--- config.mk ---
export PLATFORM = sky130hd
export DESIGN_NAME = pipe_hazard_ctrl
export DESIGN_NICKNAME = d
export VERILOG_FILES = /design/src/rtl/pipe_hazard_ctrl.sv
export SDC_FILE = /design/constraint.sdc
export NUM_CORES = 1
export LEC_CHECK = 0
export BUFFER_PORTS_ARGS = -buffer_cell sky130_fd_sc_hd__buf_2
export CORE_MARGIN = 2
export CORE_UTILIZATION = 25
export DETAILED_ROUTE_END_ITERATION = 6
export MAX_ROUTING_LAYER = met4
export SETUP_SLACK_MARGIN = 0.15
export SYNTH_ARGS = -nofsm -noshare
export SYNTH_HDL_FRONTEND = slang
export SYNTH_SLANG_ARGS = --single-unit
--- constraint.sdc ---
create_clock -name CLK -period 3.3 [get_ports CLK]
set_input_delay 0.33 -clock CLK [delete_from_list [all_inputs] [get_ports CLK]]
set_output_delay 0.33 -clock CLK [all_outputs]
set_load 0.01 [all_outputs]
--- src/rtl/pipe_hazard_ctrl.sv ---
// pipe_hazard_ctrl: hazard/stall controller for the 5-stage core.
// Drives PC enable, IF/ID and ID/EX enable/flush, and the shared enable of the
// later pipeline registers. It freezes everything while the data memory is busy.
// A redirect that arrives during a freeze is held and replayed on unfreeze.
// It also produces the EX operand-forwarding selects.
//
// Optional feature macro: HAZARD_FWD_EN
//   defined   -> forwarding selects are live; only load-use hazards stall.
//   undefined -> forwarding tied to 00; any in-flight writer match stalls.
//
// Ports:
//   CLK, RST                       clock, synchronous active-high reset
//   IFIDrs1/2, IFIDuse1/2          ID-stage source registers and use flags
//   IDEXrd/RegWrite/DmemREB        EX-stage writer (DmemREB = 0 marks a load)
//   EXMEMrd/RegWrite/DmemAccess    MEM-stage writer and memory-access flag
//   MEMWBrd/RegWrite               WB-stage writer
//   PCsel, DmemReady               EX redirect, memory completion
//   CNTEN, IFIDEN, IFIDFLUSH       IF-side controls (combinational)
//   IDEXFLUSH, PIPEEN, PCselOut    ID/EX bubble, back-end enable, redirect
//   ForwardA/B                     00 regfile, 01 EX/MEM, 10 MEM/WB
//   StallCount                     saturating count of CNTEN = 0 cycles
//   MemErr                         sticky memory timeout flag
module pipe_hazard_ctrl #(
   parameter int unsigned MEM_TIMEOUT = 255,
   parameter int unsigned STALLCNT_W  = 16
) (
   input  logic                  CLK,
   input  logic                  RST,
   input  logic [4:0]            IFIDrs1,
   input  logic [4:0]            IFIDrs2,
   input  logic                  IFIDuse1,
   input  logic                  IFIDuse2,
   input  logic [4:0]            IDEXrd,
   input  logic                  IDEXRegWrite,
   input  logic                  IDEXDmemREB,
   input  logic [4:0]            EXMEMrd,
   input  logic                  EXMEMRegWrite,
   input  logic                  EXMEMDmemAccess,
   input  logic [4:0]            MEMWBrd,
   input  logic                  MEMWBRegWrite,
   input  logic                  PCsel,
   input  logic                  DmemReady,
   output logic                  CNTEN,
   output logic                  IFIDEN,
   output logic                  IFIDFLUSH,
   output logic                  IDEXFLUSH,
   output logic                  PIPEEN,
   output logic                  PCselOut,
   output logic [1:0]            ForwardA,
   output logic [1:0]            ForwardB,
   output logic [STALLCNT_W-1:0] StallCount,
   output logic                  MemErr
);
   localparam int unsigned REG_W  = 5;
   localparam int unsigned WAIT_W = 16;

   typedef enum logic [1:0] {ST_RUN, ST_MEMWAIT, ST_ERR} state_e;

   state_e                state_q, state_d;
   logic [WAIT_W-1:0]     wait_cnt_q, wait_cnt_d;
   logic                  pend_q, pend_d;
   logic [STALLCNT_W-1:0] stall_cnt_q, stall_cnt_d;
   logic                  mem_err_q, mem_err_d;
   logic                  rst_tail_q, rst_tail_d;
   logic                  hit_idex, hazard_stall, mem_busy, in_reset;

   function automatic logic rd_hit(input logic we, input logic [REG_W-1:0] rd,
                                   input logic [REG_W-1:0] rs);
      return we && (rd != '0) && (rd == rs);
   endfunction

   // Reset outputs are shown during RST and for one cycle after it
   assign in_reset = RST || rst_tail_q;
   assign mem_busy = EXMEMDmemAccess && !DmemReady;
   assign hit_idex = (IFIDuse1 && rd_hit(IDEXRegWrite, IDEXrd, IFIDrs1)) ||
                     (IFIDuse2 && rd_hit(IDEXRegWrite, IDEXrd, IFIDrs2));

`ifdef HAZARD_FWD_EN
   // Only a load in EX cannot be forwarded in time
   assign hazard_stall = hit_idex && !IDEXDmemREB;

   // EX/MEM is the younger result, so it wins over MEM/WB
   always_comb begin
      ForwardA = 2'b00;
      ForwardB = 2'b00;
      if (!in_reset) begin
         if (rd_hit(EXMEMRegWrite, EXMEMrd, IFIDrs1))      ForwardA = 2'b01;
         else if (rd_hit(MEMWBRegWrite, MEMWBrd, IFIDrs1)) ForwardA = 2'b10;
         if (rd_hit(EXMEMRegWrite, EXMEMrd, IFIDrs2))      ForwardB = 2'b01;
         else if (rd_hit(MEMWBRegWrite, MEMWBrd, IFIDrs2)) ForwardB = 2'b10;
      end
   end
`else
   logic hit_exmem, hit_memwb, unused_reb;

   // Without forwarding, wait until no in-flight writer matches
   assign hit_exmem = (IFIDuse1 && rd_hit(EXMEMRegWrite, EXMEMrd, IFIDrs1)) ||
                      (IFIDuse2 && rd_hit(EXMEMRegWrite, EXMEMrd, IFIDrs2));
   assign hit_memwb = (IFIDuse1 && rd_hit(MEMWBRegWrite, MEMWBrd, IFIDrs1)) ||
                      (IFIDuse2 && rd_hit(MEMWBRegWrite, MEMWBrd, IFIDrs2));
   assign hazard_stall = hit_idex || hit_exmem || hit_memwb;
   assign unused_reb   = IDEXDmemREB;
   assign ForwardA     = 2'b00;
   assign ForwardB     = 2'b00;
`endif

   // Next state and combinational pipeline controls
   always_comb begin
      state_d    = state_q;
      wait_cnt_d = wait_cnt_q;
      pend_d     = pend_q;
      mem_err_d  = mem_err_q;
      rst_tail_d = RST;
      CNTEN      = 1'b1;
      IFIDEN     = 1'b1;
      PIPEEN     = 1'b1;
      IFIDFLUSH  = 1'b0;
      IDEXFLUSH  = 1'b0;
      PCselOut   = 1'b0;

      if (in_reset) begin
         CNTEN     = 1'b0;
         IFIDEN    = 1'b0;
         PIPEEN    = 1'b0;
         IFIDFLUSH = 1'b1;
         IDEXFLUSH = 1'b1;
      end else begin
         unique case (state_q)
            ST_RUN: begin
               if (mem_busy) begin
                  CNTEN      = 1'b0;
                  IFIDEN     = 1'b0;
                  PIPEEN     = 1'b0;
                  pend_d     = pend_q | PCsel;
                  wait_cnt_d = '0;
                  state_d    = ST_MEMWAIT;
               end else if (PCsel) begin
                  PCselOut  = 1'b1;
                  IFIDFLUSH = 1'b1;
                  IDEXFLUSH = 1'b1;
               end else if (hazard_stall) begin
                  CNTEN     = 1'b0;
                  IFIDEN    = 1'b0;
                  IDEXFLUSH = 1'b1;
               end
            end
            ST_MEMWAIT: begin
               if (DmemReady) begin
                  // Unfreeze now; the held redirect replaces the live PCsel
                  state_d = ST_RUN;
                  pend_d  = 1'b0;
                  if (pend_q) begin
                     PCselOut  = 1'b1;
                     IFIDFLUSH = 1'b1;
                     IDEXFLUSH = 1'b1;
                  end else if (hazard_stall) begin
                     CNTEN     = 1'b0;
                     IFIDEN    = 1'b0;
                     IDEXFLUSH = 1'b1;
                  end
               end else begin
                  CNTEN      = 1'b0;
                  IFIDEN     = 1'b0;
                  PIPEEN     = 1'b0;
                  wait_cnt_d = wait_cnt_q + WAIT_W'(1);
                  if ((32'(wait_cnt_q) + 32'd1) >= MEM_TIMEOUT) begin
                     mem_err_d = 1'b1;
                     state_d   = ST_ERR;
                  end
               end
            end
            ST_ERR: begin
               CNTEN  = 1'b0;
               IFIDEN = 1'b0;
               PIPEEN = 1'b0;
            end
            default: state_d = ST_RUN;
         endcase
      end

      stall_cnt_d = stall_cnt_q;
      if (!in_reset && !CNTEN && (stall_cnt_q != '1))
         stall_cnt_d = stall_cnt_q + STALLCNT_W'(1);
   end

   always_ff @(posedge CLK) begin
      rst_tail_q <= rst_tail_d;
      if (RST) begin
         state_q     <= ST_RUN;
         wait_cnt_q  <= '0;
         pend_q      <= 1'b0;
         stall_cnt_q <= '0;
         mem_err_q   <= 1'b0;
      end else begin
         state_q     <= state_d;
         wait_cnt_q  <= wait_cnt_d;
         pend_q      <= pend_d;
         stall_cnt_q <= stall_cnt_d;
         mem_err_q   <= mem_err_d;
      end
   end

   assign StallCount = stall_cnt_q;
   assign MemErr     = mem_err_q;

endmodule

### Word-level counts from Yosys, hierarchy flattened

Cells that the tools add are included.

* flip-flop bits (word level): 37
* bits of input ports: 36
* output and inout port bits: 27
* word-level logic and storage cells: 98

* $add $sub $neg: 3
* magnitude comparators: 1
* equality and inequality tests: 13
* muxes and demuxes: 35
* bitwise logic cells: 4
* reduce and logical (&&, ||, !) cells: 36

Operators with widths (number)
* $add A16 B1 Y16 const B: 2
* $mux W16: 2
* $pmux W16 S2: 1
* $eq A5 B5 Y1: 6
* $mux W1: 23
* $logic_and A1 B1 Y1: 18
* $add A16 B1 Y17 const B: 1
* $ge A17 B8 Y1 const B: 1
* $ne A16 B16 Y1 const B: 1
* $reduce_and A4 Y1: 4
* $reduce_bool A5 Y1: 3
* $logic_or A1 B1 Y1: 6
* $mux W2: 3
* $ne A2 B2 Y1 const B: 3
* $pmux W1 S2: 3
* $pmux W1 S3: 2
* $pmux W2 S3: 1
* $logic_not A1 Y1: 3
* $ne A3 B3 Y1 const B: 1
* $not A1 Y1: 3
* $eq A2 B1 Y1 const B: 1
* $eq A2 B2 Y1 const B: 1
* $logic_not A2 Y1: 1
* $reduce_bool A2 Y1: 1
* $or A1 B1 Y1: 1

### Depth between registers and ports, before layout

Gate-level depths: netlist (run 1).

* depth in word-level cells: 15
* gate-level depth with buffers: 11
* gate-level depth less buffers: 8

### Worst setup path before layout (run 1)

OpenSTA, ideal clock, no wires.

* path kind: input to output
* from: in MEMWBrd[1]
* to: out IFIDEN
* data arrival time: 1.788 ns
* required time: 2.970 ns
* setup slack: 1.182 ns
* stages on the path: 6
* path buffers: 1
* cells stage by stage: or4_1 > o21a_1 > a32oi_1 > nand2_1 > a31oi_1 > buf_4

* word-level cells in the longest chain between the ends: 11
* elaborated cells between the ends (all ways): 17
* classes of those cells: eq/ne (2); mux (7); reduce/logical (8)

RTL lines
* start, declared: RTL line 39 `input logic [4:0] MEMWBrd,`
* $reduce_bool A5 Y1: RTL line 69 `return we && (rd != '0) && (rd == rs);`
* $logic_and A1 B1 Y1 (2 in series): RTL line 69
* $logic_and A1 B1 Y1, on equally long branches: RTL line 99, 100
* $logic_or A1 B1 Y1 *: RTL line 99 `assign hit_memwb = (IFIDuse1 && rd_hit(MEMWBRegWrite, MEMWBrd, IFIDrs1)) ||`
* $logic_or A1 B1 Y1 *: RTL line 101 `assign hazard_stall = hit_idex || hit_exmem || hit_memwb;`
* $mux W1 *
* $mux W1, on equally long branches (2 in series)
* $pmux W1 S3 *
* $mux W1 *
* end, declared: RTL line 44 `output logic IFIDEN,`

Every way passes the cells marked *; elsewhere a longest branch is shown, timed or not.

### Worst setup path in the final report (run 1)

* from: reg stall_cnt_q[0] (netlist: StallCount[0])
* to: reg stall_cnt_q[12] (netlist: StallCount[12])

* word-level cells in the longest chain between the ends: 2
* elaborated cells between the ends (all ways): 3
* classes of those cells: add/sub (1); eq/ne (1); reduce/logical (1)

RTL lines
* start, declared: RTL line 62 `logic [STALLCNT_W-1:0] stall_cnt_q, stall_cnt_d;`
* start signal, assigned: RTL line 198 `stall_cnt_q <= stall_cnt_d;`
* branches (longest 2 deep; another with $add A16 B1 Y16)

Several ways; the timed one is not identified.
A chain may end at the register's enable or synchronous reset.

==> results of run 1 <==
power groups by stage:
stage / Clock, mW / Sequential, mW / Combinational, mW
2_1_floorplan: 0 / 0.462 / 0.0971
3_3_place_gp: 0 / 0.463 / 0.146
3_5_place_dp: 0 / 0.463 / 0.148
4_1_cts: 0.411 / 0.453 / 0.149
5_1_grt: 0.434 / 0.454 / 0.163
6_report: 0.405 / 0.453 / 0.149
tightest hold or removal path: stages:
cell	delay (ns)
buf_2	0.11
a31oi_1	0.12
nor3_1	0.06
logic make-up (layout without fill, tap and decap cells):
logic type,after synthesis,in the layout,share of synthesized area [%]
muxes,3,3,1.25
buffers and inverters,29,72,6.02
other,1,4,0.144
DFF,37,37,28.5
xor gates and xnor gates,36,36,12.1
and+or+nand+nor,148,148,31.3
AOI/OAI and AO/OA,78,78,19.2
adders and majority gates,3,3,1.45
how the worst min path moves through the flow:
stage / cells after the start / startpoint / slack [ns] / end
after global routing: 3 / PCsel / 0.42 / pend_q
after floorplan: 0 / RST / 0.36 / rst_tail_q
after detailed placement: 1 / MemErr / 0.47 / MemErr
after global placement: 1 / MemErr / 0.45 / MemErr
final: 3 / PCsel / 0.37 / pend_q
after CTS: 3 / PCsel / 0.37 / pend_q
area by class of cell:
| cell class | count | area, sq um |
|---|---|---|
| clock buffer | 5 | 68.8 |
| clock inverter | 3 | 46.3 |
| fill | 1122 | 7130 |
| inverter | 4 | 15.0 |
| multi-input combinational | 272 | 1710 |
| sequential | 37 | 741 |
| tap | 136 | 170 |
| timing repair buffer | 60 | 308 |
registers in the layout, summed over array words and instances, names as in the netlist:
register	cells
StallCount	16
wait_cnt_q	16
state_q	2
MemErr	1
pend_q	1
rst_tail_q	1
metal layers:
metal | wire (um) | GRT usage (%) | part of all wire, %
met1 | 3350 | 17.2 | 48
met2 | 3110 | 19.7 | 44
met3 | 412 | 1.72 | 5.9
met4 | 123 | 4.23 | 1.8
met5 | 0 | - | 0
cells in the mapped netlist, drive strengths merged, types with 3 or more instances:
cell    count
o311ai      3
or4         9
nand2      23
nor3        9
a311oi      3
inv         4
a21oi      27
nand3      15
buf        13
nand2b      4
a31oi       4
nor4        4
xnor2      33
and4        5
clkbuf     12
o41ai       3
ha          3
dfxtp      37
nand4      13
xor2        3
o22ai       3
and3       11
or2         6
o21ai      12
o31ai       9
nor2b       3
nor2       34
nand3b      3
through the flow:
step                worst slack, ns  util (%)  hold WS [ns]  instance area, sq um  cells
global placement              0.764      28.9         0.453                  2940    509
CTS                           0.948      30.0         0.368                  3060    517
finish                        0.929      30.0         0.369                  3060    517
detailed placement            0.737      28.9         0.470                  2940    509
floorplan                      1.18         -         0.358                  2610    338
global route                  0.782      30.0         0.422                  3060    517
==> results.json, run 1 <==
{
  "fin_skew_ns": 0.00916,
  "clock_path_buffers": 2,
  "routedWlPerCell_um": 13.5,
  "crit_start": "StallCount[0]",
  "yosys.area.top_type_share_pct": 28.5,
  "syn_to_final_growth_pct": 17.8,
  "critPathRequiredTime_ns": 3.53,
  "crit_path_max_fanout": 17,
  "sw_frac_of_total_pct": 26.9,
  "hp-class": "input pin to register",
  "syn_inst": 335,
  "criticalPathCategory": "register to register",
  "antenna_cells": 0,
  "total_power_mw": 1.01,
  "ys_seq_area_share_pct": 28.5,
  "cts-root-buf": "clkbuf_8",
  "p_int_mw": 0.736,
  "coreArea_sq_um": 10200,
  "yosysWarnings": 0,
  "pwr-share-comb_pct": 14.8,
  "cts_made_buffers": 5,
  "status": "complete, no violations",
  "p_sw_mw": 0.271,
  "drv_cap": 0,
  "nets": 419,
  "postCtsSetupBuffers": 0,
  "final_cell_mix": "57 x buf_2, 37 x dfxtp_1, 33 x nor2_1, 33 x xnor2_1, 27 x a21oi_1",
  "crit_path_frequent_cell": "and3_1",
  "syn_area_sq_um": 2600,
  "synth-main-ff-cell": "dfxtp_1",
  "critPathMaxStageDelay_ns": 0.46,
  "synth_cell_type_count": 53,
  "path_clk_slew_ns": 0.09,
  "vias": 2629,
  "place_congestion": 0.828,
  "grt_max_degree": 35,
  "async_flop_share_pct": 0,
  "p_clk_share_pct": 40.3,
  "drv_slew": 0,
  "seqPwrFrac_pct": 45.0,
  "tns_ns": 0,
  "hpwl_mm": 5.21,
  "grt_pass1_wl_mm": 11.6,
  "start_util_pct": 25.5,
  "grt_setup_unrepaired": "false",
  "ctsHtreeMaxLevel": 2,
  "synth_area_per_cell_sq_um": 7.75,
  "die_x_um": 106,
  "power_density_nw_per_um2": 329,
  "drive_above_1_share_pct": 20.2,
  "reg2reg_from": "StallCount[0]",
  "r2r_slack_ns": 0.93,
  "num_io_pins": 63,
  "cp_slowest_cell": "or2_1",
  "clock_latency_ns": 0.30,
  "synth_area_leaders": "dfxtp_1 29%, xnor2_1 11%, a21oi_1 5.2%",
  "rr_worst_depth": 7,
  "end_kind": "register",
  "drcViolationCount": 0,
  "grt_pass1_vias": 2368,
  "dr.pass1.iters": 4,
  "drt-vias-per-instance": 5.09,
  "cts_num_sinks": 37,
  "io_buffers": 57,
  "cts_resized": 0,
  "path_cells": "ha_1 > and3_1 > and3_1 > or2_1 > nor2_8 > or4b_1 > a21oi_1",
  "worst_setup_path_start_kind": "register",
  "ys_ff_latch": 37,
  "relSlewSlack_pct": 52.0,
  "rows": 37,
  "ir_drop_v": 0.000192,
  "cp.depth": 7,
  "ant_nets": 0,
  "yosys.area.top_type": "dfxtp_1",
  "track_usage_pct": 12.7,
  "path_delay_family": "simple AND/OR/NAND/NOR gates",
  "final_common_cell": "buf_2",
  "regToRegEndpoint": "StallCount[12]",
  "fp.dieArea_sq_um": 11200,
  "p_leak_nw": 1.11,
  "first_iter_violations": 197,
  "antenna_found_initial": 0,
  "synth_edf_count": 0,
  "final_hold_viol_count": 0,
  "worst_slew_pin_slew_ns": 0.714,
  "max_freq_mhz": 422,
  "period_share_pct": 71.8,
  "setup_viol": 0,
  "cp.arrival_ns": 2.60,
  "cp-endpoint": "StallCount[12]",
  "path_buf_inv": 0,
  "layout_min_cycle_time_ns": 2.37,
  "die_height_um": 106,
  "ctsHoldBuffers": 0,
  "cts_tree": "built",
  "grt_remaining_overflow": 0,
  "routed_wl_mm": 7.00
}
No activity file was read; power rests on OpenSTA's default activity.
==> inputs of run 2 (changes only) <==
==> constraint.sdc (replaced) <==
create_clock -name CLK -period 2.05 [get_ports CLK]
set_input_delay 0.205 -clock CLK [delete_from_list [all_inputs] [get_ports CLK]]
set_output_delay 0.205 -clock CLK [all_outputs]
set_load 0.01 [all_outputs]
==> run 2 against run 1 <==
Critical path depth is 1 higher. Worst setup slack worse by 0.83 ns. Global-route usage rose by 2.4 points. Clock power up 27%. Worst hold slack got worse by 0.11 ns. Total power rose by 55%. Highest routed layer unchanged.
==> results.json, run 2 (synthesis gave the netlist of run 1 again) <==
{
  "r2r_slack_ns": 0.11,
  "tns_ns": 0,
  "regToRegEndpoint": "StallCount[12]",
  "regArea_sq_um": 758,
  "cp_slowest_cell": "or4_4",
  "criticalPathCategory": "input pin to primary output",
  "final_cell_mix": "60 x buf_4, 54 x buf_2, 32 x xnor2_1, 29 x dfxtp_1, 29 x nor2_1",
  "layout_min_cycle_time_ns": 1.95,
  "reg2reg_from": "state_q[0]",
  "drv_cap": 0,
  "rows": 37,
  "antenna_cells": 0,
  "final_area_sq_um": 3780,
  "syn_to_final_growth_pct": 45.8,
  "coreArea_sq_um": 10200,
  "end_kind": "primary output",
  "max_freq_mhz": 513,
  "fp.dieArea_sq_um": 11200,
  "ctsHtreeMaxLevel": 2,
  "cts_num_sinks": 37,
  "critPathMaxStageDelay_ns": 0.51,
  "nets": 480,
  "antenna_found_initial": 0,
  "cts_tree": "built",
  "drv_slew": 0,
  "dpl-instance-area_sq_um": 3330,
  "setup_viol": 0,
  "period_share_pct": 95.1,
  "clock_latency_ns": 0.29,
  "power_density_nw_per_um2": 411,
  "ir_drop_v": 0.000221,
  "multi_input_area_sq_um": 1950,
  "cts_made_buffers": 5,
  "die_height_um": 106,
  "grt_max_degree": 35,
  "cp.arrival_ns": 1.74,
  "fin_skew_ns": 0.0133,
  "track_usage_pct": 15.1,
  "grt_remaining_overflow": 0,
  "first_iter_violations": 225,
  "min_from": "PCsel",
  "final_common_cell": "buf_4",
  "drive_above_1_share_pct": 43.0,
  "drcViolationCount": 0,
  "grt_pass1_wl_mm": 13.5,
  "die_x_um": 106,
  "num_io_pins": 63,
  "vias": 2943,
  "rr_worst_depth": 7,
  "ant_nets": 0,
  "final_hold_viol_count": 0,
  "fillerInstances": 1072,
  "path_cells": "buf_8 > or4_4 > o21a_1 > a32oi_2 > buf_4 > a21oi_2 > or2_4 > buf_6",
  "critPathRequiredTime_ns": 1.85,
  "grt_setup_unrepaired": "true",
  "io_buffers": 57,
  "p_leak_nw": 1.47,
  "start_util_pct": 25.5,
  "drt-vias-per-instance": 5.09,
  "crit_path_max_fanout": 2,
  "routedWlPerCell_um": 14.6,
  "path_clk_slew_ns": 0.07,
  "placedCellCount": 557,
  "worst_setup_path_start_kind": "input pin",
  "clock_path_buffers": 2,
  "hp-class": "input pin to register",
  "status": "complete, no violations",
  "place_congestion": 0.918,
  "dr.pass1.iters": 4,
  "path_buf_inv": 3,
  "final_cells": 578,
  "routed_wl_mm": 8.44,
  "cts-root-buf": "clkbuf_8",
  "path_delay_family": "simple AND/OR/NAND/NOR gates",
  "grt_pass1_vias": 2827,
  "hpwl_mm": 5.86,
  "hold_path_end": "pend_q",
  "hold_depth": 3
}
[run 2: metal layers]
metal	track usage, %	vias to the layer above	routed length, um
met2	24.9	95	4060
met5	-	-	0
met4	6.02	0	206
met3	2.58	14	411
met1	18.5	1396	3760
li1	-	1438	-
[run 2: how the worst max path moves through the flow]
stage | endpoint | startpoint | cells past startpoint
after floorplan | StallCount[12] | StallCount[2] | 9
after global placement | StallCount[13] | IFIDrs2[1] | 8
after detailed placement | StallCount[12] | IFIDrs2[1] | 9
after CTS | IDEXFLUSH | MEMWBrd[3] | 8
after global routing | StallCount[8] | StallCount[8] | 7
final | IDEXFLUSH | MEMWBrd[2] | 8
[run 2: metrics by stage]
step           total power, mW  utilization [%]  hold WS [ns]  setup slack, ns
6_report                  1.56             37.2         0.258            0.101
3_5_place_dp              1.01             32.7         0.457          -0.0972
5_1_grt                   1.63             37.2         0.288           0.0353
3_3_place_gp              1.01             32.7         0.450          -0.0683
4_1_cts                   1.55             35.2         0.243           0.0817
2_1_floorplan            0.905                -         0.233           0.0589
[run 2: worst register-to-register path, cell delays in order (launching register included)]
cell and delay (ns):
dfxtp_2 0.38, nor2b_1 0.07, a32oi_2 0.23, o21bai_2 0.16, or2_4 0.33, nor2_8 0.10
or4b_4 0.46, a21oi_2 0.13
[run 2: final cells by class]
type                       count  share of cell area, %
clock buffer                   6                   1.92
clock inverter                 2                  0.264
inverter                       4                  0.397
multi-input combinational    273                   51.6
sequential                    37                   20.0
tap                          136                   4.50
timing repair buffer         120                   21.3
[run 2: timing repair]
| item | 4_1_cts | 5_1_grt |
|---|---|---|
| hold endpoints to repair | 0 | 0 |
| gates resized for setup | 33 | 40 |
| endpoints found under the setup margin | 19 | 24 |
| pin swaps | 12 | 18 |
| hold buffers | 0 | 0 |
| setup buffers | 8 | 4 |
| gates cloned | 1 | 0 |
[run 2: report_power, final]
| group | internal [mW] | total [mW] | switching (mW) |
|---|---|---|---|
| clock | 0.236 | 0.515 | 0.279 |
| combinational | 0.146 | 0.319 | 0.173 |
| sequential | 0.719 | 0.723 | 0.00414 |
